<file path="src/rtl/phase_sequencer.sv">
// Five-phase (F,R,X,M,W) one-hot sequencer with memory-wait watchdog and retire counter.
// Optional build macro PHASE_SKIP_M_EN: X goes straight to W when mem_op=0.
module phase_sequencer #(
    parameter int unsigned WAIT_W = 8
) (
    input  logic        clk,
    input  logic        rst,
    input  logic        imem_ack,
    input  logic        dmem_ack,
    input  logic        mem_op,
    input  logic        halt,
    input  logic        resume,
    output logic [4:0]  phase,
    output logic        imem_req,
    output logic        dmem_req,
    output logic        halted,
    output logic        bus_err,
    output logic [31:0] retire_cnt
);

    typedef enum logic [4:0] {
        S_HALT = 5'b00000,
        S_F    = 5'b00001,
        S_R    = 5'b00010,
        S_X    = 5'b00100,
        S_M    = 5'b01000,
        S_W    = 5'b10000
    } state_t;

    state_t              state, state_next;
    logic [WAIT_W-1:0]   wait_cnt, wait_next;
    logic                err_next;
    logic                waiting;

    always_comb begin
        state_next = state;
        err_next   = bus_err;
        waiting    = 1'b0;
        case (state)
            S_F: begin
                if (imem_ack) begin
                    state_next = S_R;
                end else if (wait_cnt == '1) begin
                    state_next = S_HALT;
                    err_next   = 1'b1;
                end else begin
                    waiting = 1'b1;
                end
            end
            S_R: state_next = S_X;
            S_X: begin
`ifdef PHASE_SKIP_M_EN
                state_next = mem_op ? S_M : S_W;
`else
                state_next = S_M;
`endif
            end
            S_M: begin
                if (!mem_op || dmem_ack) begin
                    state_next = S_W;
                end else if (wait_cnt == '1) begin
                    state_next = S_HALT;
                    err_next   = 1'b1;
                end else begin
                    waiting = 1'b1;
                end
            end
            S_W: state_next = halt ? S_HALT : S_F;
            S_HALT: begin
                if (resume && !bus_err) begin
                    state_next = S_F;
                end
            end
            default: state_next = S_F;
        endcase

        // Any state change restarts the wait count; an ack on the limit cycle wins above.
        wait_next = wait_cnt;
        if (state_next != state) begin
            wait_next = '0;
        end else if (waiting) begin
            wait_next = wait_cnt + 1'b1;
        end
    end

    always_ff @(posedge clk) begin
        if (rst) begin
            state      <= S_F;
            wait_cnt   <= '0;
            bus_err    <= 1'b0;
            retire_cnt <= '0;
        end else begin
            state    <= state_next;
            wait_cnt <= wait_next;
            bus_err  <= err_next;
            if (state == S_W) begin
                retire_cnt <= retire_cnt + 32'd1;
            end
        end
    end

    assign phase    = state;
    assign imem_req = state[0];
    assign dmem_req = state[3] & mem_op;
    assign halted   = (state == S_HALT);

endmodule

</file>
<file path="config.mk">
export PLATFORM = sky130hd
export DESIGN_NAME = phase_sequencer
export DESIGN_NICKNAME = d
export VERILOG_FILES = /design/src/rtl/phase_sequencer.sv
export SDC_FILE = /design/constraint.sdc
export NUM_CORES = 1
export LEC_CHECK = 0
export CORE_UTILIZATION = 47
export CTS_CLUSTER_SIZE = 10
export DETAILED_ROUTE_END_ITERATION = 8
export GPL_TIMING_DRIVEN = 0
export PLACE_DENSITY = 0.77
export SETUP_SLACK_MARGIN = 0.1
export SYNTH_ARGS = -nofsm -noshare
export SYNTH_HDL_FRONTEND = slang
export SYNTH_SLANG_ARGS = --single-unit
</file>
<file path="constraint.sdc">
create_clock -name clk -period 1.9 [get_ports clk]
set_input_delay 0.38 -clock clk [delete_from_list [all_inputs] [get_ports clk]]
set_output_delay 0.38 -clock clk [all_outputs]
set_load 0.005 [all_outputs]
</file>
* Word-level counts from Yosys, hierarchy flattened *
Cells that the tools add are included.

storage, ports and cells
  output and inout port bits = 41
  logic and storage cells = 38
  input port bits = 7
  register bits after elaboration = 46

cells by class
  eq/ne operators = 9
  reductions and logical operators = 8
  bitwise gates (word level) = 1
  $add $sub $neg = 2
  muxes and demuxes = 14

operator list
  kind                   number
  $add 32x1->32 const B  1
  $pmux 5 s6             1
  $mux 5                 4
  $add 8x1->8 const B    1
  $eq 8x8->1 const B     1
  $mux 1                 7
  $eq 5x1->1 const B     1
  $eq 5x2->1 const B     1
  $eq 5x3->1 const B     1
  $eq 5x4->1 const B     1
  $eq 5x5->1 const B     1
  $logic_not 5->1        1
  $ne 5x5->1             1
  $ne 2x2->1 const B     2
  $pmux 1 s2             2
  $reduce_and 3->1       1
  $logic_not 1->1        2
  $reduce_bool 2->1      1
  $reduce_or 2->1        1
  $and 1x1->1            1
  $logic_and 1x1->1      1
  $logic_or 1x1->1       1

* Depth between registers and ports, before layout *
  depth after elaboration = 6
  mapped depth = 6
  depth with buffers taken out = 5

* Worst setup path after synthesis *
OpenSTA, ideal clock, no wires.

  path kind = register to register
  start = register retire_cnt[12]
  end = register retire_cnt[26]
  arrival time = 1.825 ns
  setup time = 0.121 ns
  required time = 1.779 ns
  stages on the path, launching flop included = 6
  buffers on the path = 1
  clock period less this slack = 1.946 ns
  path slack = -0.046 ns
  path through = dfxtp_1 nand4_2 or4_4 buf_6 nor4_1 mux2_2

between the ends
  word-level cells in the longest chain between the ends = 1

RTL lines
  what                    RTL line  source
  from (decl)             18        output logic [31:0] retire_cnt
  from (signal assigned)  97        retire_cnt <= retire_cnt + 32'd1;
  $add 32x1->32           97

No other way between the ends.
A chain may end at the register's enable or synchronous reset.

* Worst setup path after layout *
  start = register retire_cnt[18]
  end = register retire_cnt[26]

The elaborated chain is that of the path after synthesis.

==> run metrics <==
wire per inst=18.3 µm; flop-to-flop setup slack=-0.07 ns; fin crit share=104%; # rows=26; first-pass GRT wire length=11200 µm; area growth from synthesis to layout=57.6%; Synth top area share=36.6%; combinational family with the most area after synthesis=simple AND/OR/NAND/NOR gates; Residual DRC=0; Worst slew margin=64.5%; top post-synthesis cells by area=dfxtp_1, mux2_2, a21oi_1; Post-DRT Antenna Nets=0; Clock Pin Slew Worst Setup and Hold Paths=0.09 ns; sequential area share after synthesis=36.6%; Worst-Margin Slew=0.525 ns; top cells by count, synth=dfxtp_1, nor2_1, a21oi_1, nand3_1; worst path bufs/invs=1; most numerous cell in the Yosys netlist=dfxtp_1; Synth Area in Simple Gates=33.3%; final hold viol count=0; run status=finished with violations; number of antenna violations at the first check in global routing=0; starting density of the core=48.9%; most frequently used flop master after synthesis=dfxtp_1; Clock Latency Late Sink=0.32 ns; Detailed Routing Iterations Pass 1=5; CP Launch Type=flop; # IOs=48; CP delay by family, top=simple AND/OR/NAND/NOR gates; vias in the first global route=2422; Root Buffer=clkbuf_8; critical path, cell by cell=nand4_1, or4_4, buf_12, nor4_4, mux2_4; Diodes inserted=0; peak per-stage delay on the critical path=about 0.49 ns; Die Wd=~75 µm; highest ir drop seen on vdd=0.600 mV; crit path max fanout=10; shortest period the worst path allows=approximately 2.0 ns; failing checks=negative setup slack; Detail Placement HPWL=~4300 µm; Yosys top cell by area=dfxtp_1; post-synth cell types=50; grt ovf=0; Core ar.=5140 µm²; WP data arrival=2.18 ns; Required @ worst endpoint=2.11 ns; Port Buf Inserts=47; GRT Total Usage=25.9%; Syn Inst Count=295; Die Ht=75.1 µm; unrepaired setup endpoints after global routing=yes; Post-synth EDFFs=0; Synth Area in XOR/XNOR=1.05%; mean post-synth cell area=8.52 µm²; Yosys reg bits=46; Power Dens Cells=484 nW/µm²; Starting DRT DRC Count=181; Async SR Flop Fraction=0%; DIE AREA=5640 µm²; Net Count, Synth=between 300 and 400; clk sinks=46; Synth Cell Area=2510 µm²; pre-CTS setup slack=-0.408 ns; layout cells sized above 1=36.2%; final setup margin=-0.0685 ns; yosys warns=0; Placer Congestion=0.852; H-Tree Depth=2; cts bufs inserted=5; vias per std cell=6.31; Crit Path Category=reg -> reg; mux contribution to synthesized area=between 5 and 6%; Hold Crit Class=reg -> reg; via count=2815; final core utilization=77.1%; Final nets=around 380; Setup crit end kind=flop; final setup vio count=9; post-synthesis compound-gate area fraction=17.1%; pin count of the biggest net entering global routing=14; Leak Pwr=around 1.4 nW; CTS Buffer Depth=2; FMAX=slightly above 500 MHz; Slew Viols, Final=0; Clock Skews=0.0101 ns; adder-cell area share of the yosys netlist=1.39%; routed wire length=8160 µm; TritonCTS clock tree=done; max-cap violations=0; CP max-delay cell=or4_4
==> cell families (layout without fill, tap and decap cells) <==
family | count (synthesis) | in the layout
AO/OA/AOI/OAI | 63 | 63
XOR/XNOR | 3 | 3
flip-flops | 46 | 46
buffers and inverters | 26 | 107
multiplexers | 13 | 13
AND/OR/NAND/NOR | 141 | 141
adder cells (fa/ha/maj) | 3 | 3
==> worst paths after layout <==
check            startpoint              to  cells past startpoint
min           retire_cnt[6]   retire_cnt[6]                      2
min reg2reg   retire_cnt[6]   retire_cnt[6]                      2
max reg2reg  retire_cnt[18]  retire_cnt[26]                      5
max          retire_cnt[18]  retire_cnt[26]                      5
==> routing by layer <==
layer	vias up	part of all wire [%]	track usage, %
met1	1373	41	32.7
met5	-	0	0
met3	28	5.8	5.09
met2	134	50	43.6
li1	1280	-	-
met4	0	2.5	9.88
==> placed cells by master (no fill, tap or decap), types with 3 or more instances in the layout <==
cell	n
a2111oi_4	6
a21oi_1	17
and2_1	3
and3_1	3
buf_4	25
buf_6	10
clkbuf_1	5
clkbuf_2	3
clkbuf_8	5
clkdlybuf4s50_1	41
dfxtp_1	23
dfxtp_2	18
dfxtp_4	5
dlygate4sd2_1	3
inv_1	7
mux2_4	10
nand2_1	12
nand2b_1	3
nand3_1	16
nand4_1	9
nor2_1	19
nor2b_1	13
nor3_1	5
nor4_1	3
nor4_4	9
o21a_1	3
o21ai_0	12
o31ai_1	7
or3_1	10
or4_1	8
or4_4	5
==> stage by stage <==
step | total power [mW] | TNS, ns | std cells | area [µm²] | hold WS, ns
finish | 1.92 | -0.310 | 446 | 3960 | 0.507
global route | 1.98 | -0.609 | 446 | 3960 | 0.532
CTS | 1.84 | -0.0106 | 439 | 3650 | 0.506
detailed placement | 1.19 | -6.37 | 412 | 3170 | 0.493
global placement | 1.19 | -5.71 | 412 | 3170 | 0.482
floorplan | 1.12 | 0 | 295 | 2610 | 0.477
==> worst min-delay path, stage by stage (launching register included) <==
cell and delay (ns):
dfxtp_2 0.34, o21ai_0 0.07, a21oi_1 0.06
==> area by class of cell <==
cell class,instances,area (µm²)
Inverter,7,26.3
Fill cell,355,1180
Timing Repair Buffer,74,677
Clock buffer,6,72.6
Tap cell,70,87.6
Sequential cell,46,962
Buffer,18,163
Clock inverter,2,8.76
Multi-Input combinational cell,223,1960
==> power breakdown <==
part	internal (mW)	switching, mW
sequential	0.965	0.0111
clock	0.254	0.359
combinational	0.157	0.170
==> what timing repair did <==
action / 4_1_cts / 5_1_grt
hold buffers: 0 / 0
endpoints found under the hold margin: 0 / 0
pin swaps: 17 / 21
gates resized for setup: 72 / 61
setup endpoints to repair: 32 / 41
cloned: 1 / 0
buffers inserted: 18 / 10
==> state kept, by name, summed over array words and instances (netlist names) <==
register,count
bus_err,1
phase,5
retire_cnt,32
wait_cnt,8
Power figures use the tool's default switching activity.
==> RTL edit 1 (same flow settings) <==
Change the parameter `WAIT_W` from 8 to 6.
--- a/src/rtl/phase_sequencer.sv
+++ b/src/rtl/phase_sequencer.sv
@@ -1,7 +1,7 @@
 // Five-phase (F,R,X,M,W) one-hot sequencer with memory-wait watchdog and retire counter.
 // Optional build macro PHASE_SKIP_M_EN: X goes straight to W when mem_op=0.
 module phase_sequencer #(
-    parameter int unsigned WAIT_W = 8
+    parameter int unsigned WAIT_W = 6
 ) (
     input  logic        clk,
     input  logic        rst,
Formal check against the unedited RTL: same outputs for any inputs over 10 cycles, from zero or initial values and one cycle with rst high; that may be too few to reach the edited logic, so the function may still have changed.
==> RTL edit 1 against the unedited design <==
The run still ends with negative setup slack left. Highest routed layer unchanged. Largest cell class unchanged. Design area decreased by 18%. Power increased by 0.66%. Synthesized area decreased by 16%. Sequential share of layout area increased by 3.0 points. Worst setup slack got worse by 0.059 ns. Sequential cell count decreased by 2. Combinational power decreased by 37%. Routed wire length decreased by 31%. Via count decreased by 24%.
==> RTL edit 1: results <==
metrics = {
    "run_status": {
        "outcome": "finished with violations",
        "violations": "negative setup slack",
    },
    "drt": {
        "vias": 2126,
        "drt-initial-drc-count": 72,
        "vias_per_cell": 5.639,
        "drt-total-wl_mm": 5.643,
        "dr.pass1.iters": 4,
    },
    "synthesis": {
        "postSynthCellCount": 246,
        "ys_top_cells_by_area": "dfxtp_1 (42%), nor2_1 (6.0%), xnor2_1 (5.8%)",
        "synth_mux_area_share_pct": 0.9445,
        "synth-compound-area-share_pct": 10.98,
        "synth.distinct_cells": 46,
        "syn_nets": 255,
        "synth_seq_area_share_pct": 41.56,
    },
    "clock_network": {
        "worst_skew_pair.late_latency_ns": 0.30,
    },
    "layout": {
        "layout-drive-gt1-share_pct": 25.85,
        "fillCellCount": 299,
        "nets": 333,
    },
    "place": {
        "io_buffers": 46,
        "globalplace.congestion": 0.8245,
        "dp_cells": 344,
    },
    "critical_path": {
        "worstPathArrival_ns": 2.27,
    },
    "min_path": {
        "min_path_type": "in2reg",
    },
    "grt": {
        "grt_use_total_pct": 22.13,
    },
    "power": {
        "cellLeakagePower_nw": 1.145,
    },
    "sta": {
        "setup_viol": 9,
        "setup_slack_ns": -0.1274,
    },
}
-- RTL edit 1: changes by cell type after synthesis, moves of 8 or more --
cell,change
nor2b_1,-10
nor4_1,-11
mux2_2,-12
xnor2_1,+13
xor2_1,+8
nor2_1,+13
-- RTL edit 1: stage by stage --
step / setup WS, ns / hold WS [ns] / setup TNS [ns] / area [um^2] / util, %
global placement: -0.3599 / 0.4772 / -2.738 / 2668 / 61.26
detailed placement: -0.3599 / 0.4817 / -3.009 / 2668 / 61.26
finish: -0.1274 / 0.4466 / -0.6868 / 3252 / 74.68
global route: -0.2326 / 0.4908 / -2.082 / 3252 / 74.68
floorplan: -0.05211 / 0.4735 / -0.1254 / 2142 / -
CTS: -0.1040 / 0.4478 / -0.2714 / 3035 / 69.71
-- RTL edit 1: path summary, 6_finish.rpt --
kind                  startpoint             end  slack [ns]  cells after the start
setup / recovery        phase[2]  retire_cnt[25]       -0.13                      9
hold / removal               rst  retire_cnt[28]        0.45                      2
setup reg to reg        phase[2]  retire_cnt[25]       -0.13                      9
hold reg to reg   retire_cnt[28]  retire_cnt[28]        0.51                      2
-- RTL edit 1: final cells by class --
type,count,area (um^2),area share [%]
clock buffer,7,96.34,2.963
inverter,6,22.52,0.6926
tap,52,65.06,2.001
timing repair buffer,71,671.9,20.66
multi-input combinational,185,1396,42.94
sequential,44,887.1,27.28
buffer,11,82.58,2.539
clock inverter,1,30.03,0.9234
-- RTL edit 1: layer usage --
layer	share of wire (%)	track usage, %	up-vias
met5	0	0	-
met1	43	27.82	1017
met4	1.2	8.844	0
li1	-	-	1043
met2	51	37.32	60
met3	4.2	3.947	6
-- RTL edit 1: repair_timing --
| item | 4_1_cts | 5_1_grt |
|---|---|---|
| pin swaps | 9 | 18 |
| resized for setup | 34 | 34 |
| buffers inserted | 17 | 10 |
| endpoints found under the setup margin | 31 | 33 |
-- RTL edit 1: cell families after synthesis --
| kind of cell | after synthesis |
|---|---|
| muxes | 2 |
| adders and majority gates | 3 |
| DFF | 44 |
| xor gates and xnor gates | 24 |
| and+or+nand+nor | 119 |
| buffers and inverters | 17 |
| AOI/OAI and AO/OA | 37 |
-- RTL edit 1: report_power, final --
part | total [mW] | switching (mW) | internal, mW
clock network | 0.785 | 0.321 | 0.464
registers | 0.938 | 0.00913 | 0.929
logic | 0.206 | 0.102 | 0.104
total | 1.93 | 0.432 | 1.50
==> RTL edit 2 (same flow settings) <==
Without the edit above. Register the output `retire_cnt` once more; this adds one clock of latency there. The other outputs are not delayed to match.
--- a/src/rtl/phase_sequencer.sv
+++ b/src/rtl/phase_sequencer.sv
@@ -26,6 +26,8 @@
         S_M    = 5'b01000,
         S_W    = 5'b10000
     } state_t;
+
+    logic [31:0] retire_cnt_s0;
 
     state_t              state, state_next;
     logic [WAIT_W-1:0]   wait_cnt, wait_next;
@@ -88,13 +90,13 @@
             state      <= S_F;
             wait_cnt   <= '0;
             bus_err    <= 1'b0;
-            retire_cnt <= '0;
+            retire_cnt_s0 <= '0;
         end else begin
             state    <= state_next;
             wait_cnt <= wait_next;
             bus_err  <= err_next;
             if (state == S_W) begin
-                retire_cnt <= retire_cnt + 32'd1;
+                retire_cnt_s0 <= retire_cnt_s0 + 32'd1;
             end
         end
     end
@@ -104,5 +106,9 @@
     assign dmem_req = state[3] & mem_op;
     assign halted   = (state == S_HALT);
 
+    always_ff @(posedge clk) begin
+        retire_cnt <= retire_cnt_s0;
+    end
+
 endmodule
 
Formal check against the unedited RTL: not equivalent (Yosys sat finds a counterexample within 10 cycles, from zero or initial values and one cycle with rst high).
==> RTL edit 2 against the unedited design <==
The run still ends with negative setup slack left. Routed wire length grew 5.6%. Critical path type unchanged. Sequential cell count grew 32. Combinational power shrank 11%. Synthesized area grew 23%. Die area grew 22%. Worst setup slack lost 0.32 ns. Design area grew 17%. Power grew 70%. Highest routed layer unchanged.
==> RTL edit 2: results <==
metrics = {
    "run_status": {
        "outcome": "finished with violations",
        "violations": "negative setup slack",
    },
    "place": {
        "dp_cells": 449,
        "placedInstanceArea_mm2": 0.003687,
        "hpwl_mm": 4.318,
        "io_buffers": 46,
    },
    "grt": {
        "use_met3_pct": 5.964,
        "grt_pass1_vias": 2658,
        "grt_use_total_pct": 23.16,
    },
    "sta": {
        "setup_viol": 32,
        "clock_skew_ns": 0.007369,
        "fin_tns_setup_ns": -5.952,
        "setup_slack_ns": -0.3930,
    },
    "min_path": {
        "hold_path_depth": 0,
    },
    "synthesis": {
        "syn_nets": 335,
        "ys_top_cells_by_area": "dfxtp_1 (50%), nor2_1 (4.1%), mux2_2 (3.6%)",
        "postSynthCellCount": 326,
        "synth_seq_area_share_pct": 50.49,
        "synthTopCellsByCount": "dfxtp_1 (78), nor2_1 (34), a21oi_1 (19)",
    },
    "critical_path": {
        "worstPathArrival_ns": 2.54,
        "slowest_stage": "or4b_4",
        "cp_max_fo": 8,
    },
    "drt": {
        "drt-total-wl_mm": 8.618,
        "vias_per_cell": 5.922,
        "vias": 2896,
    },
    "clock_network": {
        "worst_skew_pair.late_latency_ns": 0.36,
        "cts_max_level": 3,
    },
}
## RTL edit 2: repair_timing
item | 4_1_cts | 5_1_grt
pin swaps | 28 | 16
endpoints found under the setup margin | 36 | 33
hold endpoints to repair | 0 | 0
gates resized for setup | 91 | 39
setup buffers | 13 | 14
## RTL edit 2: logic make-up after synthesis
family                   synth area share, %
buffers and inverters                  4.531
AND/OR/NAND/NOR                        26.34
XOR/XNOR                               2.265
flip-flops                             50.49
AO/OA/AOI/OAI                          10.48
multiplexers                           5.097
adder cells (fa/ha/maj)               0.8089
## RTL edit 2: cell type report
type	instances	area, um^2
multi-input combinational	220	1800
fill	395	1729
sequential	78	1573
timing repair buffer	72	698.2
buffer	18	211.5
clock buffer	12	165.2
tap	77	96.34
clock inverter	3	42.54
inverter	9	33.78
## RTL edit 2: worst min-delay path by stage
stage | from | end
global placement | retire_cnt_s0[31] | retire_cnt[31]
floorplan | retire_cnt_s0[31] | retire_cnt[31]
global route | retire_cnt_s0[31] | retire_cnt[31]
CTS | retire_cnt_s0[31] | retire_cnt[31]
finish | retire_cnt_s0[31] | retire_cnt[31]
detailed placement | retire_cnt_s0[31] | retire_cnt[31]
## RTL edit 2: power by group
group / leakage, nW / internal [mW] / switching (mW)
registers: 0.632 / 1.64 / 0.0132
logic: 1.10 / 0.141 / 0.150
clock network: 0.104 / 0.705 / 0.608
total: 1.83 / 2.49 / 0.772
## RTL edit 2: stage by stage
| stage | util (%) | setup WS [ns] |
|---|---|---|
| 2_1_floorplan | - | -0.2984 |
| 5_1_grt | 72.77 | -0.4149 |
| 3_5_place_dp | 58.07 | -0.6085 |
| 4_1_cts | 68.87 | -0.3153 |
| 6_report | 72.77 | -0.3930 |
| 3_3_place_gp | 58.07 | -0.5425 |
